<file path="src/rtl/uart_pkg.sv">
// uart_pkg: shared FSM encodings, grant width and width helper for the UART arbiter
package uart_pkg;
    localparam logic [2:0] IDLE    = 3'd0;
    localparam logic [2:0] LOAD    = 3'd1;
    localparam logic [2:0] SEND    = 3'd2;
    localparam logic [2:0] WAIT_HI = 3'd3;
    localparam logic [2:0] WAIT_LO = 3'd4;
    localparam int GRANT_W = 3;
    function automatic int clog2(input int v);
        int r;
        r = 0;
        for (int i = 0; i < 31; i++) if ((1 << i) < v) r = i + 1;
        return r;
    endfunction
endpackage

</file>
<file path="src/rtl/rr_pick.sv">
// rr_pick: combinational round-robin picker, first set request at or above ptr with wrap
module rr_pick import uart_pkg::*; #(
    parameter int N = 3
) (
    input  logic [N-1:0]       req,
    input  logic [GRANT_W-1:0] ptr,
    output logic               valid,
    output logic [GRANT_W-1:0] index
);
    logic [N-1:0]       rot;
    logic [GRANT_W-1:0] off;
    logic [GRANT_W:0]   sum;
    always_comb begin
        rot = N'({req, req} >> ptr);
        off = '0;
        for (int k = N - 1; k >= 0; k--) if (rot[k]) off = GRANT_W'(k);
        sum = {1'b0, ptr} + {1'b0, off};
        valid = |req;
        index = (sum >= (GRANT_W + 1)'(N)) ? GRANT_W'(sum - (GRANT_W + 1)'(N)) : sum[GRANT_W-1:0];
    end
endmodule

</file>
<file path="src/rtl/uart_tx_arbiter.sv">
// uart_tx_arbiter: packet-granular round-robin sharing of one uart_tx between N byte streams
module uart_tx_arbiter import uart_pkg::*; #(
    parameter int N       = 3,
    parameter int TIMEOUT = 1000
) (
    input  logic               clk,
    input  logic               rst,
    input  logic [N-1:0]       req_valid,
    input  logic [8*N-1:0]     req_data,
    input  logic [N-1:0]       req_last,
    output logic [N-1:0]       req_ready,
    output logic               tx_send,
    output logic [7:0]         tx_data,
    input  logic               tx_busy,
    output logic               grant_active,
    output logic [GRANT_W-1:0] grant_id
);
    localparam int CW = (clog2(TIMEOUT + 1) > 0) ? clog2(TIMEOUT + 1) : 1;
    localparam logic [CW-1:0] TLIM = CW'(TIMEOUT);
    logic [2:0]         state_q, state_d;
    logic [GRANT_W-1:0] grant_q, grant_d, ptr_q, ptr_d, pick_idx, ptr_nxt;
    logic               active_q, active_d, send_q, send_d, last_q, last_d;
    logic               pick_valid, xfer, sel_valid, sel_last;
    logic [7:0]         data_q, data_d, sel_byte;
    logic [CW-1:0]      cnt_q, cnt_d;
    logic [N-1:0]       sel;
    rr_pick #(.N(N)) u_pick (
        .req   (req_valid),
        .ptr   (ptr_q),
        .valid (pick_valid),
        .index (pick_idx)
    );
    always_comb begin
        sel = N'(1) << grant_q;
        req_ready = (state_q == LOAD && !tx_busy) ? sel : '0;
        xfer = |(req_valid & req_ready);
        sel_valid = |(req_valid & sel);
        sel_last = |(req_last & sel);
        sel_byte = '0;
        for (int i = 0; i < N; i++) if (sel[i]) sel_byte = req_data[8*i +: 8];
        ptr_nxt = (grant_q == GRANT_W'(N - 1)) ? '0 : grant_q + 1'b1;
        state_d = state_q;
        grant_d = grant_q;
        ptr_d = ptr_q;
        active_d = active_q;
        send_d = send_q;
        last_d = last_q;
        data_d = data_q;
        cnt_d = cnt_q;
        case (state_q)
            IDLE: if (!tx_busy && pick_valid) begin
                grant_d = pick_idx;
                active_d = 1'b1;
                cnt_d = '0;
                state_d = LOAD;
            end
            LOAD: if (xfer) begin
                data_d = sel_byte;
                send_d = 1'b1;
                last_d = sel_last;
                cnt_d = '0;
                state_d = SEND;
            end else if (!sel_valid) begin
                cnt_d = (&cnt_q) ? cnt_q : cnt_q + 1'b1;
                // an idle requester mid-packet loses the UART so others are not starved
                if (TIMEOUT > 0 && cnt_d == TLIM) begin
                    active_d = 1'b0;
                    ptr_d = ptr_nxt;
                    cnt_d = '0;
                    state_d = IDLE;
                end
            end
            SEND: begin
                send_d = 1'b0;
                state_d = WAIT_HI;
            end
            WAIT_HI: state_d = tx_busy ? WAIT_LO : WAIT_HI;
            WAIT_LO: if (!tx_busy) begin
                active_d = last_q ? 1'b0 : active_q;
                ptr_d = last_q ? ptr_nxt : ptr_q;
                state_d = last_q ? IDLE : LOAD;
            end
            default: state_d = IDLE;
        endcase
    end
    always_ff @(posedge clk) begin
        if (rst) begin
            state_q <= IDLE;
            grant_q <= '0;
            ptr_q <= '0;
            active_q <= 1'b0;
            send_q <= 1'b0;
            last_q <= 1'b0;
            data_q <= '0;
            cnt_q <= '0;
        end else begin
            state_q <= state_d;
            grant_q <= grant_d;
            ptr_q <= ptr_d;
            active_q <= active_d;
            send_q <= send_d;
            last_q <= last_d;
            data_q <= data_d;
            cnt_q <= cnt_d;
        end
    end
    assign tx_send = send_q;
    assign tx_data = data_q;
    assign grant_active = active_q;
    assign grant_id = grant_q;
endmodule

</file>
<file path="config.mk">
export PLATFORM = sky130hd
export DESIGN_NAME = uart_tx_arbiter
export DESIGN_NICKNAME = d
export VERILOG_FILES = /design/src/rtl/uart_pkg.sv /design/src/rtl/rr_pick.sv /design/src/rtl/uart_tx_arbiter.sv
export SDC_FILE = /design/constraint.sdc
export NUM_CORES = 1
export LEC_CHECK = 0
export ABC_AREA = 1
export BUFFER_PORTS_ARGS = -buffer_cell sky130_fd_sc_hd__clkbuf_2
export CAP_MARGIN = 20
export CORE_AREA = 4 4 80 82
export DETAILED_ROUTE_END_ITERATION = 12
export DIE_AREA = 0 0 84 86
export MAX_ROUTING_LAYER = met4
export RECOVER_POWER = 100
export SYNTH_ARGS = -nofsm -noshare
export SYNTH_HDL_FRONTEND = slang
export SYNTH_SLANG_ARGS = --single-unit
</file>
<file path="constraint.sdc">
create_clock -name clk -period 3.3 [get_ports clk]
set_clock_uncertainty 0.2 [all_clocks]
set_input_delay 0.33 -clock clk [delete_from_list [all_inputs] [get_ports clk]]
set_output_delay 0.33 -clock clk [all_outputs]
set_load 0.01 [all_outputs]
</file>
; ---- Word level (Yosys, flattened, before mapping)
; Cells that the tools add are included.
; Widths: inputs -> output; s select.
[word_totals]
reg_bits = 30
input_bits = 33
out_inout_bits = 16
wordCells = 91
[op_classes]
addsub = 4
order_cmp = 1
n_eq_ne = 15
shift = 2
mux = 38
n_bitwise = 3
n_reduce_logical = 20
[ops]
columns = cell, n
row1 = $mux 10, 5
row2 = $mux 3, 14
row3 = $mux 8, 3
row4 = $pmux 10 s2, 1
row5 = $pmux 3 s5, 1
row6 = $ne 2x2->1 const B, 6
row7 = $reduce_or 3->1, 4
row8 = $add 10x1->10 const B, 1
row9 = $eq 10x10->1 const B, 1
row10 = $reduce_and 10->1, 1
row11 = $and 3x3->3, 3
row12 = $eq 3x2->1 const B, 3
row13 = $mux 1, 8
row14 = $reduce_and 7->1, 1
row15 = $mux 2, 3
row16 = $pmux 3 s2, 1
row17 = $reduce_and 2->1, 3
row18 = $reduce_and 6->1, 1
row19 = $reduce_bool 2->1, 3
row20 = $shr 6x3->3, 1
row21 = $add 3x2->4, 1
row22 = $ge 4x2->1 const B, 1
row23 = $reduce_and 4->1, 1
row24 = $add 3x1->3 const B, 1
row25 = 14 further kinds, 15

; ---- Depth between registers and ports, before layout
; Gate-level depths: netlist of the first run.
[depth]
word_depth = 7
ltp_mapped = 18
ltp_nobuf = 18

; ---- By module
; From an unflattened synthesis of the first run, not the netlist that was laid out.
[hier_totals]
hier_cells = 365
area_unflattened_um2 = 2247.2
[by_module_without_submodules]
columns = mod, instances, cells_each, area_per_inst_um2, seq_area_each_um2
row1 = uart_tx_arbiter, 1, 300, 1905.6, 600.6
row2 = rr_pick, 1, 65, 341.6, 0.0

; ---- Worst setup path after synthesis of the first run
; Ideal clock, no wire load.
[synth_timing]
path_kind = register to register
from = register ptr_q[0]
to = register grant_q[0] (netlist: grant_id[0])
setup_time_ns = 0.115
arrival_ns = 2.502
required_time_ns = 2.985
slack_ns = 0.482
stages_incl_launch_ff = 19
path_buffers = 1
period_less_slack_ns = 2.818
path_cell_list = dfxtp_1 -> clkbuf_1 -> nand2_1 -> o21ai_0 -> nand2_1 -> o211ai_1 -> o21ai_0 -> nor2_1 -> ha_1 -> inv_1 -> fa_1 -> inv_1 -> ha_1 -> inv_1 -> nand2_1 -> nor2_1 -> xnor2_1 -> o21ai_0 -> inv_1
[synth_via]
elab_chain_len = 7
elab_cells_between_ends = 8
cone_classes = add/sub (2) / order compare (1) / shift (1) / mux (4)
[synth_rtl]
columns = item, line
row1 = "start, declared", uart_tx_arbiter.sv:21  ; logic [GRANT_W-1:0] grant_q, grant_d, ptr_q, ptr_d, pick_idx, ptr_nxt;
row2 = "start signal, assigned", uart_tx_arbiter.sv:99  ; ptr_q <= ptr_d;
row3 = $shr 6x3->3, rr_pick.sv:14  ; rot = N'({req, req} >> ptr);
row4 = $mux 2 (3 in a row), rr_pick.sv:16  ; for (int k = N - 1; k >= 0; k--) if (rot[k]) off = GRANT_W'(k);
row5 = $add 3x2->4 (*), rr_pick.sv:17  ; sum = {1'b0, ptr} + {1'b0, off};
row6 = $ge 4x2->1, rr_pick.sv:19  ; index = (sum >= (GRANT_W + 1)'(N)) ? GRANT_W'(sum - (GRANT_W + 1)'(N)) : sum[GRANT_W-1:0];
row7 = $mux 3 (*), rr_pick.sv:19
row8 = "end signal, assigned", uart_tx_arbiter.sv:98  ; grant_q <= grant_d;
row9 = "end, declared", uart_tx_arbiter.sv:21
; Mark *: on every way between the ends. The rest lies on a longest branch, timed or not.
; A chain may end at the register's enable or synchronous reset.

; ---- Worst setup path after layout of the first run
; Ends and elaborated chain as after synthesis.

==> results of run 1 <==
## worst min path at each step
stage                            start            to  slack [ns]
after floorplan                    rst   grant_id[1]        0.20
after global placement    grant_active  grant_active        0.24
after detailed placement  grant_active  grant_active        0.25
after CTS                          rst       tx_send        0.10
after global routing               rst       tx_send         0.1
final                              rst       tx_send        0.11
## cell usage in the layout, fill, tap and decap left out, drive strengths merged
cell	n
a31oi	2
a41oi	9
a21oi	21
nor2	40
inv	45
or2	1
fa	1
clkinv	1
nand4	7
nor3	4
clkbuf	55
xnor2	2
nand3	23
o21ai	29
o21bai	1
ha	4
dfxtp	30
nor4	1
nand2	114
clkinvlp	2
a211oi	2
o211ai	3
o31ai	1
xor2	2
## logic make-up after synthesis
group	share of synthesized area
AO/OA/AOI/OAI	0.1859
buffers and inverters	0.1031
adder cells (fa/ha/maj)	0.03155
flip-flops	0.2704
XOR/XNOR	0.01578
AND/OR/NAND/NOR	0.3932
## routing by layer
layer | global-route usage | vias up | part of all wire
met5 | - | - | 0
met4 | 0.03947 | 0 | 0.010
met3 | 0.03170 | 5 | 0.037
met2 | 0.2820 | 41 | 0.48
met1 | 0.1997 | 1048 | 0.47
li1 | - | 1248 | -
## worst register-to-register path, cell delays in order, from the launching register on
cell and delay, ns:
sky130_fd_sc_hd__dfxtp_1 0.47, sky130_fd_sc_hd__nand2_1 0.07, sky130_fd_sc_hd__o21ai_0 0.11, sky130_fd_sc_hd__nand2_1 0.11, sky130_fd_sc_hd__o211ai_1 0.11, sky130_fd_sc_hd__o21ai_0 0.12
sky130_fd_sc_hd__nor2_1 0.12, sky130_fd_sc_hd__ha_1 0.17, sky130_fd_sc_hd__inv_1 0.06, sky130_fd_sc_hd__fa_1 0.50, sky130_fd_sc_hd__inv_1 0.05, sky130_fd_sc_hd__ha_1 0.18
sky130_fd_sc_hd__inv_1 0.08, sky130_fd_sc_hd__nand2_1 0.06, sky130_fd_sc_hd__nor2_1 0.19, sky130_fd_sc_hd__xnor2_1 0.09, sky130_fd_sc_hd__o21ai_0 0.14, sky130_fd_sc_hd__inv_1 0.05
## flip-flops by register name, summed over array words and instances, names as in the netlist
register      cells
cnt_q            10
tx_data           8
grant_id          3
ptr_q             3
state_q           3
grant_active      1
last_q            1
tx_send           1
## area by class of cell
cell class                 count  share of cell area
timing repair buffer          49             0.08858
multi-input combinational    267              0.5325
inverter                      46             0.06841
clock buffer                   6             0.03248
clock inverter                 2            0.004921
sequential                    30              0.2362
tap                           75             0.03691
## per-stage QoR
step / cell area, um2 / setup slack, ns / hold slack [ns] / power (W) / utilization
after global placement: 2509 / 0.3808 / 0.2395 / 0.001014 / 0.4366
after CTS: 2604 / 0.3520 / 0.1007 / 0.001332 / 0.4532
after global routing: 2542 / 0.01405 / 0.09692 / 0.001411 / 0.4425
final: 2542 / 0.3431 / 0.1117 / 0.001294 / 0.4425
after floorplan: 2221 / 0.4825 / 0.1991 / 0.0008938 / -
after detailed placement: 2509 / 0.2748 / 0.2501 / 0.001017 / 0.4366
## power by group through the flow
stage / Sequential, W / Combinational, W / Clock [W]
6_report: 0.000508 / 0.000478 / 0.000308
5_1_grt: 0.000520 / 0.000552 / 0.000340
4_1_cts: 0.000509 / 0.000504 / 0.000319
3_5_place_dp: 0.000516 / 0.000501 / 0
3_3_place_gp: 0.000516 / 0.000498 / 0
2_1_floorplan: 0.000492 / 0.000401 / 0
==> metrics.txt, run 1 <==
# TYPE chip_impl_metric gauge
chip_impl_metric{name="static-leakage-power",unit="nW"} 1.108
chip_impl_metric{name="drc",unit=""} 0
chip_impl_metric{name="io_pins",unit=""} 49
chip_impl_metric{name="cts_max_level",unit=""} 2
chip_impl_metric{name="synth.yosys.warnings",unit=""} 0
chip_impl_metric{name="post_route_cells_drive_above_1_share",unit=""} 0.1675
chip_impl_info{name="cp-startpoint",value="ptr_q[0]"} 1
chip_impl_info{name="status",value="finished clean"} 1
chip_impl_metric{name="io_buffer_count",unit=""} 48
chip_impl_metric{name="share_clk_of_total_power",unit=""} 0.238
chip_impl_metric{name="start_util",unit=""} 0.3865
chip_impl_info{name="synth_ff_type",value="sky130_fd_sc_hd__dfxtp_1"} 1
chip_impl_metric{name="post_cts_resize_count",unit=""} 0
chip_impl_metric{name="max-vdd-ir-drop",unit="mV"} 0.1998
chip_impl_metric{name="cts.reportedPaths.clkPinSlew",unit="ns"} 0.07
chip_impl_info{name="cts_tree",value="built"} 1
chip_impl_metric{name="area.growth.synth_to_final",unit="%"} 14.48
chip_impl_info{name="crit_path_cell_trace",value="nand2_1 -> o21ai_0 -> nand2_1 -> o211ai_1 -> o21ai_0 -> nor2_1 -> ha_1 -> inv_1 -> fa_1 -> inv_1 -> ha_1 -> inv_1 -> nand2_1 -> nor2_1 -> xnor2_1 -> o21ai_0 -> inv_1"} 1
chip_impl_info{name="timing_worst_setup_path_type",value="flop to flop"} 1
chip_impl_metric{name="pwr-share-seq",unit=""} 0.393
chip_impl_metric{name="cts.path.max_buffers",unit=""} 2
chip_impl_metric{name="power_switching_share",unit=""} 0.4143
chip_impl_metric{name="dp_cells",unit=""} 467
chip_impl_metric{name="tritoncts_buffer_count",unit=""} 5
chip_impl_metric{name="seq_area",unit="um2"} 600.6
chip_impl_info{name="critical_path.most_common_cell",value="sky130_fd_sc_hd__inv_1"} 1
chip_impl_metric{name="final_hold_viol_count",unit=""} 0
chip_impl_metric{name="comb_power_share",unit=""} 0.370
chip_impl_metric{name="worst-endpoint-arrival",unit="ns"} 2.94
chip_impl_metric{name="dieHeight",unit="um"} 86
chip_impl_metric{name="routed_antenna_nets",unit=""} 0
chip_impl_info{name="worst_r2r_src",value="ptr_q[0]"} 1
chip_impl_metric{name="gr-total-overflow",unit=""} 0
chip_impl_metric{name="yosysUniqueCellTypes",unit=""} 35
chip_impl_metric{name="synth_area",unit="um2"} 2221
chip_impl_metric{name="final-max-slew-violation-count",unit=""} 0
chip_impl_metric{name="holdBufCountCts",unit=""} 0
chip_impl_info{name="type_of_element_capturing_the_critical_path",value="flop"} 1
chip_impl_metric{name="antennaDiodeCount",unit=""} 0
chip_impl_metric{name="number_of_buffers_inserted_by_post_cts_setup_repair",unit=""} 0
chip_impl_info{name="cp_top_family",value="adder cells"} 1
chip_impl_metric{name="grt_pass1_wl",unit="um"} 9584
chip_impl_metric{name="p_int",unit="W"} 0.0007580
chip_impl_metric{name="setup_tns",unit="ns"} 0
chip_impl_metric{name="clock_sink_count",unit=""} 30
chip_impl_metric{name="detailed_place_hpwl",unit="um"} 4342
chip_impl_metric{name="vias_per_cell",unit=""} 4.931
chip_impl_metric{name="finalNonFillerCells",unit=""} 475
chip_impl_metric{name="hold_path_depth",unit=""} 2
chip_impl_info{name="grt_setup_unrepaired",value="false"} 1
chip_impl_info{name="hold_class",value="input pin to flop"} 1
chip_impl_metric{name="post_synth_inst_count",unit=""} 351
chip_impl_metric{name="layout_worst_path_cycle_share",unit=""} 0.8960
chip_impl_metric{name="synth_top_cell_area_share",unit=""} 0.2704
chip_impl_metric{name="worst_r2r_path_depth",unit=""} 17
chip_impl_metric{name="vias_after_detailed_routing",unit=""} 2342
chip_impl_metric{name="avgRoutedWirePerCell",unit="um"} 11.62
chip_impl_metric{name="post_synth_edffs",unit=""} 0
chip_impl_metric{name="relSlewSlack",unit=""} 0.5096
chip_impl_metric{name="layout.filler_cells",unit=""} 650
chip_impl_metric{name="power.switching",unit="W"} 0.0005362
chip_impl_metric{name="synth-seq-cells",unit=""} 30
chip_impl_metric{name="final_net_count",unit=""} 437
chip_impl_metric{name="final-setup-viol-count",unit=""} 0
chip_impl_metric{name="combined_area_of_the_multi_input_logic_cells",unit="um2"} 1354
chip_impl_metric{name="maximum_net_fanout_on_the_critical_path",unit=""} 9
chip_impl_metric{name="layout_min_cycle_time",unit="ns"} 2.957
chip_impl_metric{name="max_freq",unit="MHz"} 338.2
chip_impl_info{name="clk_root_buffer_cell",value="sky130_fd_sc_hd__clkbuf_8"} 1
chip_impl_metric{name="first_global_vias",unit=""} 2183
chip_impl_info{name="worstReg2RegEnd",value="grant_id[0]"} 1
chip_impl_info{name="ys_top_cells_by_count",value="sky130_fd_sc_hd__nand2_1 (105), sky130_fd_sc_hd__inv_1 (41), sky130_fd_sc_hd__nor2_1 (31)"} 1
chip_impl_metric{name="worst-slew-pin-transition",unit="ns"} 0.7348
chip_impl_metric{name="detailedRoute.firstPassIterationCount",unit=""} 4
chip_impl_metric{name="synthesis.nets",unit=""} 389
chip_impl_metric{name="antenna_found_initial",unit=""} 0
chip_impl_metric{name="worst_skew_pair.late_latency",unit="ns"} 0.28
chip_impl_info{name="yosysMostFrequentCell",value="sky130_fd_sc_hd__nand2_1"} 1
chip_impl_info{name="timing.critical_path.slowest_stage_cell",value="sky130_fd_sc_hd__fa_1"} 1
chip_impl_metric{name="std_cell_rows",unit=""} 28
chip_impl_metric{name="grt_start_max_net_pins",unit=""} 25
chip_impl_metric{name="coreArea",unit="um2"} 5746
chip_impl_metric{name="timing.critical_path.buf_inv",unit=""} 4
chip_impl_info{name="synth_top_cell_by_area",value="sky130_fd_sc_hd__dfxtp_1"} 1
chip_impl_metric{name="timing.reg2reg.setup_slack",unit="ns"} 0.34
chip_impl_metric{name="die_area",unit="um2"} 7224
chip_impl_metric{name="finalWeightedCongestion",unit=""} 0.8451
chip_impl_metric{name="async_flop_share",unit=""} 0
chip_impl_metric{name="synth_seq_area_share",unit=""} 0.2704
chip_impl_metric{name="number_of_gates_on_the_worst_path_with_buffers_counted",unit=""} 17
chip_impl_metric{name="postSynthAreaPerCell",unit="um2"} 6.327
chip_impl_metric{name="routed_wirelength",unit="um"} 5520
chip_impl_metric{name="globalRouteTotalUtil",unit=""} 0.1643
chip_impl_metric{name="worst-endpoint-required",unit="ns"} 3.28
chip_impl_metric{name="worst_path_largest_cell_delay",unit="ns"} 0.50
chip_impl_metric{name="power.density",unit="nW/um2"} 509.0
chip_impl_metric{name="die_w",unit="um"} 84
chip_impl_info{name="synth_top_cells_by_area",value="sky130_fd_sc_hd__dfxtp_1 (27%), sky130_fd_sc_hd__nand2_1 (18%), sky130_fd_sc_hd__inv_1 (6.9%), sky130_fd_sc_hd__o21ai_0 (5.6%), sky130_fd_sc_hd__nor2_1 (5.2%)"} 1
chip_impl_info{name="worst_setup_path_start_kind",value="flop"} 1
chip_impl_metric{name="cap_violations",unit=""} 0
chip_impl_info{name="critical_path.endpoint",value="grant_id[0]"} 1
chip_impl_metric{name="drt_iter0_drc",unit=""} 74
No activity file was read; power rests on OpenSTA's default activity.
==> run 2: changes to the inputs <==
Settings changed: SYNTH_HIERARCHICAL from default to 1, TNS_END_PERCENT from default to 30.
==> metrics.txt, run 2 <==
# TYPE chip_impl_metric gauge
chip_impl_info{name="status",value="finished clean"} 1
chip_impl_metric{name="antennaDiodeCount",unit=""} 0
chip_impl_metric{name="post_route_cells_drive_above_1_share",unit=""} 0.1522
chip_impl_metric{name="post_synth_inst_count",unit=""} 365
chip_impl_metric{name="clock_sink_count",unit=""} 30
chip_impl_metric{name="synth_top_cell_area_share",unit=""} 0.2673
chip_impl_metric{name="finalWeightedCongestion",unit=""} 0.8426
chip_impl_metric{name="worst-endpoint-required",unit="ns"} 3.27
chip_impl_metric{name="power.density",unit="nW/um2"} 592.8
chip_impl_metric{name="yosysUniqueCellTypes",unit=""} 37
chip_impl_metric{name="io_buffer_count",unit=""} 48
chip_impl_metric{name="grt_start_max_net_pins",unit=""} 25
chip_impl_info{name="cp-startpoint",value="state_q[0]"} 1
chip_impl_metric{name="worst_skew_pair.late_latency",unit="ns"} 0.28
chip_impl_metric{name="drc",unit=""} 0
chip_impl_metric{name="maximum_net_fanout_on_the_critical_path",unit=""} 13
chip_impl_metric{name="grt_pass1_wl",unit="um"} 9411
chip_impl_info{name="hold_class",value="input pin to flop"} 1
chip_impl_info{name="grt_setup_unrepaired",value="false"} 1
chip_impl_metric{name="start_util",unit=""} 0.3911
chip_impl_metric{name="detailedRoute.firstPassIterationCount",unit=""} 4
chip_impl_info{name="yosysMostFrequentCell",value="sky130_fd_sc_hd__nand2_1"} 1
chip_impl_metric{name="async_flop_share",unit=""} 0
chip_impl_info{name="synth_top_cell_by_area",value="sky130_fd_sc_hd__dfxtp_1"} 1
chip_impl_info{name="largest-register",value="cnt_q"} 1
chip_impl_info{name="synth_top_cells_by_area",value="sky130_fd_sc_hd__dfxtp_1 (27%), sky130_fd_sc_hd__nand2_1 (18%), sky130_fd_sc_hd__nor2_1 (8.0%), sky130_fd_sc_hd__nand3_1 (7.1%), sky130_fd_sc_hd__inv_1 (5.8%)"} 1
chip_impl_metric{name="final-max-slew-violation-count",unit=""} 0
chip_impl_info{name="ys_top_cells_by_count",value="sky130_fd_sc_hd__nand2_1 (109), sky130_fd_sc_hd__nor2_1 (48), sky130_fd_sc_hd__inv_1 (35)"} 1
chip_impl_metric{name="layout_min_cycle_time",unit="ns"} 2.921
chip_impl_metric{name="coreArea",unit="um2"} 5746
chip_impl_metric{name="max_freq",unit="MHz"} 342.3
chip_impl_metric{name="final_net_count",unit=""} 451
chip_impl_metric{name="synth-seq-cells",unit=""} 30
chip_impl_metric{name="final_hold_viol_count",unit=""} 0
chip_impl_metric{name="holdBufCountCts",unit=""} 0
chip_impl_metric{name="die_w",unit="um"} 84
chip_impl_metric{name="final-setup-viol-count",unit=""} 0
chip_impl_info{name="timing_worst_setup_path_type",value="flop to flop"} 1
chip_impl_metric{name="number_of_buffers_inserted_by_post_cts_setup_repair",unit=""} 0
chip_impl_metric{name="largest_reg_flops",unit=""} 10
chip_impl_metric{name="synth_area",unit="um2"} 2247
chip_impl_metric{name="setup_tns",unit="ns"} 0
chip_impl_metric{name="vias_per_cell",unit=""} 4.845
chip_impl_metric{name="static-leakage-power",unit="nW"} 1.189
chip_impl_metric{name="globalRouteTotalUtil",unit=""} 0.1616
chip_impl_info{name="layout_common_cells",value="sky130_fd_sc_hd__nand2_1 (112), sky130_fd_sc_hd__nor2_1 (51), sky130_fd_sc_hd__inv_1 (36)"} 1
chip_impl_metric{name="relSlewSlack",unit=""} 0.4454
chip_impl_metric{name="drt_iter0_drc",unit=""} 72
chip_impl_metric{name="gr-total-overflow",unit=""} 0
chip_impl_info{name="worst_setup_path_start_kind",value="flop"} 1
chip_impl_metric{name="post_synth_edffs",unit=""} 0
chip_impl_metric{name="antenna_found_initial",unit=""} 0
chip_impl_metric{name="worst-endpoint-arrival",unit="ns"} 2.89
chip_impl_info{name="cts_tree",value="built"} 1
chip_impl_metric{name="postSynthAreaPerCell",unit="um2"} 6.157
chip_impl_metric{name="area.growth.synth_to_final",unit="%"} 13.86
chip_impl_metric{name="avgRoutedWirePerCell",unit="um"} 11.20
chip_impl_metric{name="io_pins",unit=""} 49
chip_impl_metric{name="synth.yosys.warnings",unit=""} 6
chip_impl_metric{name="dieHeight",unit="um"} 86
chip_impl_metric{name="std_cell_rows",unit=""} 28
chip_impl_metric{name="tritoncts_buffer_count",unit=""} 5
chip_impl_metric{name="fin_util",unit=""} 0.4453
chip_impl_metric{name="routed_antenna_nets",unit=""} 0
chip_impl_metric{name="synthesis.nets",unit=""} 403
chip_impl_info{name="clk_root_buffer_cell",value="sky130_fd_sc_hd__clkbuf_8"} 1
chip_impl_metric{name="layout.filler_cells",unit=""} 646
chip_impl_metric{name="timing.reg2reg.setup_slack",unit="ns"} 0.38
chip_impl_info{name="hp-start",value="rst"} 1
chip_impl_info{name="type_of_element_capturing_the_critical_path",value="flop"} 1
chip_impl_metric{name="die_area",unit="um2"} 7224
chip_impl_metric{name="cts.path.max_buffers",unit=""} 2
chip_impl_info{name="commonest_non_fill_non_tap_cell_in_the_layout",value="sky130_fd_sc_hd__nand2_1"} 1
chip_impl_metric{name="post_cts_resize_count",unit=""} 0
chip_impl_metric{name="worst-slew-pin-transition",unit="ns"} 0.8255
chip_impl_metric{name="first_global_vias",unit=""} 2176
chip_impl_info{name="worst_r2r_src",value="state_q[0]"} 1
chip_impl_metric{name="routed_wirelength",unit="um"} 5475
chip_impl_metric{name="synth_seq_area_share",unit=""} 0.2673
chip_impl_metric{name="cts.reportedPaths.clkPinSlew",unit="ns"} 0.07
chip_impl_info{name="synth_ff_type",value="sky130_fd_sc_hd__dfxtp_1"} 1
chip_impl_metric{name="layout_worst_path_cycle_share",unit=""} 0.8853
chip_impl_metric{name="finish.instance_area",unit="um2"} 2559
chip_impl_metric{name="cap_violations",unit=""} 0
chip_impl_metric{name="dpl-instance-area",unit="um2"} 2535
chip_impl_metric{name="vias_after_detailed_routing",unit=""} 2369
chip_impl_metric{name="cts_max_level",unit=""} 2
chip_impl_metric{name="max-vdd-ir-drop",unit="mV"} 0.2266
chip_impl_metric{name="detailed_place_hpwl",unit="um"} 4296
run 2: layer usage:
metal / up-vias / global-route usage / wire length (um)
met5: - / - / 0
met4: 0 / 0.04386 / 51
met3: 7 / 0.03362 / 229
met2: 46 / 0.2552 / 2381
met1: 1043 / 0.2106 / 2813
li1: 1273 / - / -
run 2: final cells by class:
cell class	instances	area, um2	area share
multi-input cells	285	1381	0.5399
flip-flops and latches	30	600.6	0.2347
repair buffers	49	231.5	0.09046
inverters	42	160.2	0.06259
well taps	75	93.84	0.03667
clock buffers	7	86.33	0.03374
clock inverters	1	5.005	0.001956
run 2: final timing paths:
kind | endpoint | cells after the start
max reg2reg | cnt_q[2] | 11
min reg2reg | grant_active | 2
max | cnt_q[2] | 11
min | state_q[0] | 2
run 2: where the power goes:
part / internal, W / total (W) / switching [W]
clock: 0.000168 / 0.000305 / 0.000137
combinational: 0.000232 / 0.000667 / 0.000435
sequential: 0.000447 / 0.000545 / 0.0000978
total: 0.000847 / 0.00152 / 0.000670
run 2: per-stage QoR:
step / total power [W] / hold slack (ns) / worst slack [ns] / instances
after floorplan: 0.001086 / 0.1924 / 0.7510 / 365
after detailed placement: 0.001259 / 0.2596 / 0.4897 / 481
after global routing: 0.001664 / 0.1227 / 0.1246 / 489
after global placement: 0.001252 / 0.2466 / 0.5624 / 481
final: 0.001517 / 0.1024 / 0.3786 / 489
after CTS: 0.001573 / 0.09469 / 0.4967 / 489
run 2: critical path: stages, from the launching register on:
cell and delay (ns):
sky130_fd_sc_hd__dfxtp_1 0.40, sky130_fd_sc_hd__inv_2 0.05, sky130_fd_sc_hd__nor3_1 0.63, sky130_fd_sc_hd__inv_2 0.11, sky130_fd_sc_hd__nor2_1 0.18, sky130_fd_sc_hd__nand2_1 0.32, sky130_fd_sc_hd__inv_1 0.42, sky130_fd_sc_hd__nor2_1 0.11
sky130_fd_sc_hd__nand2_1 0.16, sky130_fd_sc_hd__inv_2 0.09, sky130_fd_sc_hd__nand2_1 0.07, sky130_fd_sc_hd__a21oi_1 0.06
run 2: cells by family after synthesis:
family,count (synthesis),synth area share
compound gates,58,0.1437
xor+xnor,4,0.02395
fa+ha+maj,5,0.03118
buf+inv,50,0.09521
flops,30,0.2673
simple gates,218,0.4388
==> run 3: changes to the inputs <==
Settings changed: CTS_BUF_LIST from default to sky130_fd_sc_hd__clkbuf_8, SETUP_SLACK_MARGIN from default to 0.3.
==> metrics.txt, run 3 (synthesized netlist as in run 2, its figures left out) <==
# TYPE chip_impl_metric gauge
chip_impl_metric{name="final_hold_viol_count",unit=""} 0
chip_impl_metric{name="antennaDiodeCount",unit=""} 0
chip_impl_info{name="type_of_element_capturing_the_critical_path",value="flop"} 1
chip_impl_metric{name="io_pins",unit=""} 49
chip_impl_metric{name="grt_pass1_wl",unit="um"} 9411
chip_impl_metric{name="clock_sink_count",unit=""} 30
chip_impl_info{name="timing.critical_path.slowest_stage_cell",value="sky130_fd_sc_hd__nor3_1"} 1
chip_impl_info{name="status",value="finished clean"} 1
chip_impl_metric{name="gr-total-overflow",unit=""} 0
chip_impl_info{name="commonest_non_fill_non_tap_cell_in_the_layout",value="sky130_fd_sc_hd__nand2_1"} 1
chip_impl_metric{name="max-vdd-ir-drop",unit="mV"} 0.2258
chip_impl_metric{name="drt_iter0_drc",unit=""} 88
chip_impl_metric{name="avgRoutedWirePerCell",unit="um"} 11.18
chip_impl_info{name="largest-register",value="cnt_q"} 1
chip_impl_metric{name="holdBufCountCts",unit=""} 0
chip_impl_metric{name="finish.instance_area",unit="um2"} 2564
chip_impl_metric{name="worst-endpoint-required",unit="ns"} 3.27
chip_impl_metric{name="vias_per_cell",unit=""} 4.843
chip_impl_metric{name="max_freq",unit="MHz"} 346.2
chip_impl_metric{name="number_of_buffers_inserted_by_post_cts_setup_repair",unit=""} 0
chip_impl_metric{name="cts.path.max_buffers",unit=""} 2
chip_impl_metric{name="final-max-slew-violation-count",unit=""} 0
chip_impl_metric{name="place_worst_setup_slack",unit="ns"} 0.4897
chip_impl_metric{name="worst_path_largest_cell_delay",unit="ns"} 0.62
chip_impl_info{name="cp_top_family",value="simple AND/OR/NAND/NOR gates"} 1
chip_impl_metric{name="timing.critical_path.buf_inv",unit=""} 4
chip_impl_metric{name="routed_antenna_nets",unit=""} 0
chip_impl_metric{name="drc",unit=""} 0
chip_impl_metric{name="layout_worst_path_cycle_share",unit=""} 0.8752
chip_impl_info{name="layout_common_cells",value="sky130_fd_sc_hd__nand2_1 (112), sky130_fd_sc_hd__nor2_1 (50), sky130_fd_sc_hd__inv_1 (38)"} 1
chip_impl_info{name="crit_path_cell_trace",value="inv_1 -> nor3_1 -> inv_2 -> nor2_1 -> nand2_1 -> inv_1 -> nor2_2 -> nand2_1 -> inv_2 -> nand2_1 -> a21oi_1"} 1
chip_impl_metric{name="finalWeightedCongestion",unit=""} 0.8426
chip_impl_metric{name="final-setup-viol-count",unit=""} 0
chip_impl_metric{name="routed_wirelength",unit="um"} 5467
chip_impl_metric{name="io_buffer_count",unit=""} 48
chip_impl_metric{name="die_area",unit="um2"} 7224
chip_impl_metric{name="static-leakage-power",unit="nW"} 1.194
chip_impl_metric{name="area.growth.synth_to_final",unit="%"} 14.09
chip_impl_metric{name="antenna_found_initial",unit=""} 0
chip_impl_metric{name="worst_r2r_path_depth",unit=""} 11
chip_impl_info{name="worstReg2RegEnd",value="cnt_q[2]"} 1
chip_impl_info{name="hold_class",value="input pin to flop"} 1
chip_impl_metric{name="die_w",unit="um"} 84
chip_impl_metric{name="maximum_net_fanout_on_the_critical_path",unit=""} 13
chip_impl_metric{name="dpl-instance-area",unit="um2"} 2535
chip_impl_metric{name="final_net_count",unit=""} 451
chip_impl_metric{name="coreArea",unit="um2"} 5746
chip_impl_info{name="grt_setup_unrepaired",value="false"} 1
chip_impl_metric{name="dieHeight",unit="um"} 86
chip_impl_metric{name="pwr-share-seq",unit=""} 0.359
chip_impl_metric{name="largest_reg_flops",unit=""} 10
chip_impl_metric{name="detailed_place_hpwl",unit="um"} 4296
chip_impl_metric{name="grt_start_max_net_pins",unit=""} 25
chip_impl_metric{name="power_switching_share",unit=""} 0.4420
chip_impl_metric{name="post_route_cells_drive_above_1_share",unit=""} 0.1570
chip_impl_metric{name="hold_path_depth",unit=""} 2
chip_impl_info{name="clk_root_buffer_cell",value="sky130_fd_sc_hd__clkbuf_8"} 1
chip_impl_info{name="worst_r2r_src",value="state_q[0]"} 1
chip_impl_metric{name="dp_cells",unit=""} 481
chip_impl_info{name="timing_worst_setup_path_type",value="flop to flop"} 1
chip_impl_info{name="hp-start",value="rst"} 1
chip_impl_metric{name="layout_min_cycle_time",unit="ns"} 2.888
chip_impl_metric{name="detailedRoute.firstPassIterationCount",unit=""} 4
chip_impl_info{name="worst_setup_path_start_kind",value="flop"} 1
chip_impl_metric{name="totalPowerFinal",unit="W"} 0.001514
chip_impl_metric{name="cts.reportedPaths.clkPinSlew",unit="ns"} 0.07
chip_impl_metric{name="start_util",unit=""} 0.3911
chip_impl_metric{name="comb_power_share",unit=""} 0.442
chip_impl_metric{name="power.density",unit="nW/um2"} 590.7
chip_impl_metric{name="setup_tns",unit="ns"} 0
chip_impl_metric{name="cts_max_level",unit=""} 2
chip_impl_metric{name="timing.reg2reg.setup_slack",unit="ns"} 0.41
chip_impl_metric{name="relSlewSlack",unit=""} 0.4631
chip_impl_metric{name="std_cell_rows",unit=""} 28
chip_impl_metric{name="worst-slew-pin-transition",unit="ns"} 0.7992
chip_impl_metric{name="finalWorstSetupSlack",unit="ns"} 0.4119
chip_impl_metric{name="power.switching",unit="W"} 0.0006694
chip_impl_info{name="hold_path_sink",value="state_q[0]"} 1
chip_impl_metric{name="tritoncts_buffer_count",unit=""} 5
chip_impl_metric{name="cap_violations",unit=""} 0
chip_impl_metric{name="worst-endpoint-arrival",unit="ns"} 2.86
chip_impl_metric{name="share_clk_of_total_power",unit=""} 0.199
chip_impl_metric{name="vias_after_detailed_routing",unit=""} 2368
chip_impl_metric{name="finalNonFillerCells",unit=""} 489
chip_impl_metric{name="worst_skew_pair.late_latency",unit="ns"} 0.28
chip_impl_metric{name="p_int",unit="W"} 0.0008449
chip_impl_info{name="cts_tree",value="built"} 1
chip_impl_metric{name="globalRouteTotalUtil",unit=""} 0.1616
chip_impl_info{name="critical_path.most_common_cell",value="sky130_fd_sc_hd__nand2_1"} 1
chip_impl_metric{name="first_global_vias",unit=""} 2176
[run 3: cell count changes in the layout (fill, tap and decap cells not counted), sizes merged]
cell	previous run	this run
clkbuf	55	54
inv	42	43
[run 3: worst max-delay path by stage]
stage,slack (ns),cells after the start,end,startpoint
final,0.41,11,cnt_q[2],state_q[0]
after global routing,0.15,11,cnt_q[2],state_q[0]
after CTS,0.50,15,grant_id[1],ptr_q[2]
after detailed placement,0.49,15,grant_id[1],ptr_q[2]
after global placement,0.56,15,grant_id[1],ptr_q[2]
after floorplan,0.75,17,grant_id[0],ptr_q[0]
[run 3: power groups by stage]
stage	Combinational, W	Sequential (W)	Clock [W]
4_1_cts	0.000707	0.000547	0.000316
6_report	0.000669	0.000543	0.000302
5_1_grt	0.000771	0.000558	0.000332
3_5_place_dp	0.000704	0.000555	0
3_3_place_gp	0.000698	0.000554	0
2_1_floorplan	0.000551	0.000535	0
[run 3: layout make-up]
class | instances | area (um2)
flip-flops and latches | 30 | 603.1
clock buffers | 6 | 82.58
fillers | 643 | 3182
clock inverters | 2 | 8.758
inverters | 42 | 160.2
multi-input cells | 285 | 1384
well taps | 75 | 93.84
repair buffers | 49 | 231.5
[run 3: routing by layer]
layer / part of all wire / track usage / up-vias
met5: 0 / - / -
met4: 0.0064 / 0.04386 / 0
met3: 0.042 / 0.03362 / 4
met2: 0.44 / 0.2552 / 48
met1: 0.51 / 0.2106 / 1043
li1: - / - / 1273
[run 3: through the flow]
step | utilization | hold WS, ns
global route | 0.4462 | 0.1222
global placement | 0.4412 | 0.2466
detailed placement | 0.4412 | 0.2596
floorplan | - | 0.1924
finish | 0.4462 | 0.1028
CTS | 0.4571 | 0.09436
[run 3: what timing repair did]
item	in CTS	in global routing
setup endpoints to repair	0	2
resized for setup	0	2
endpoints found under the hold margin	0	0
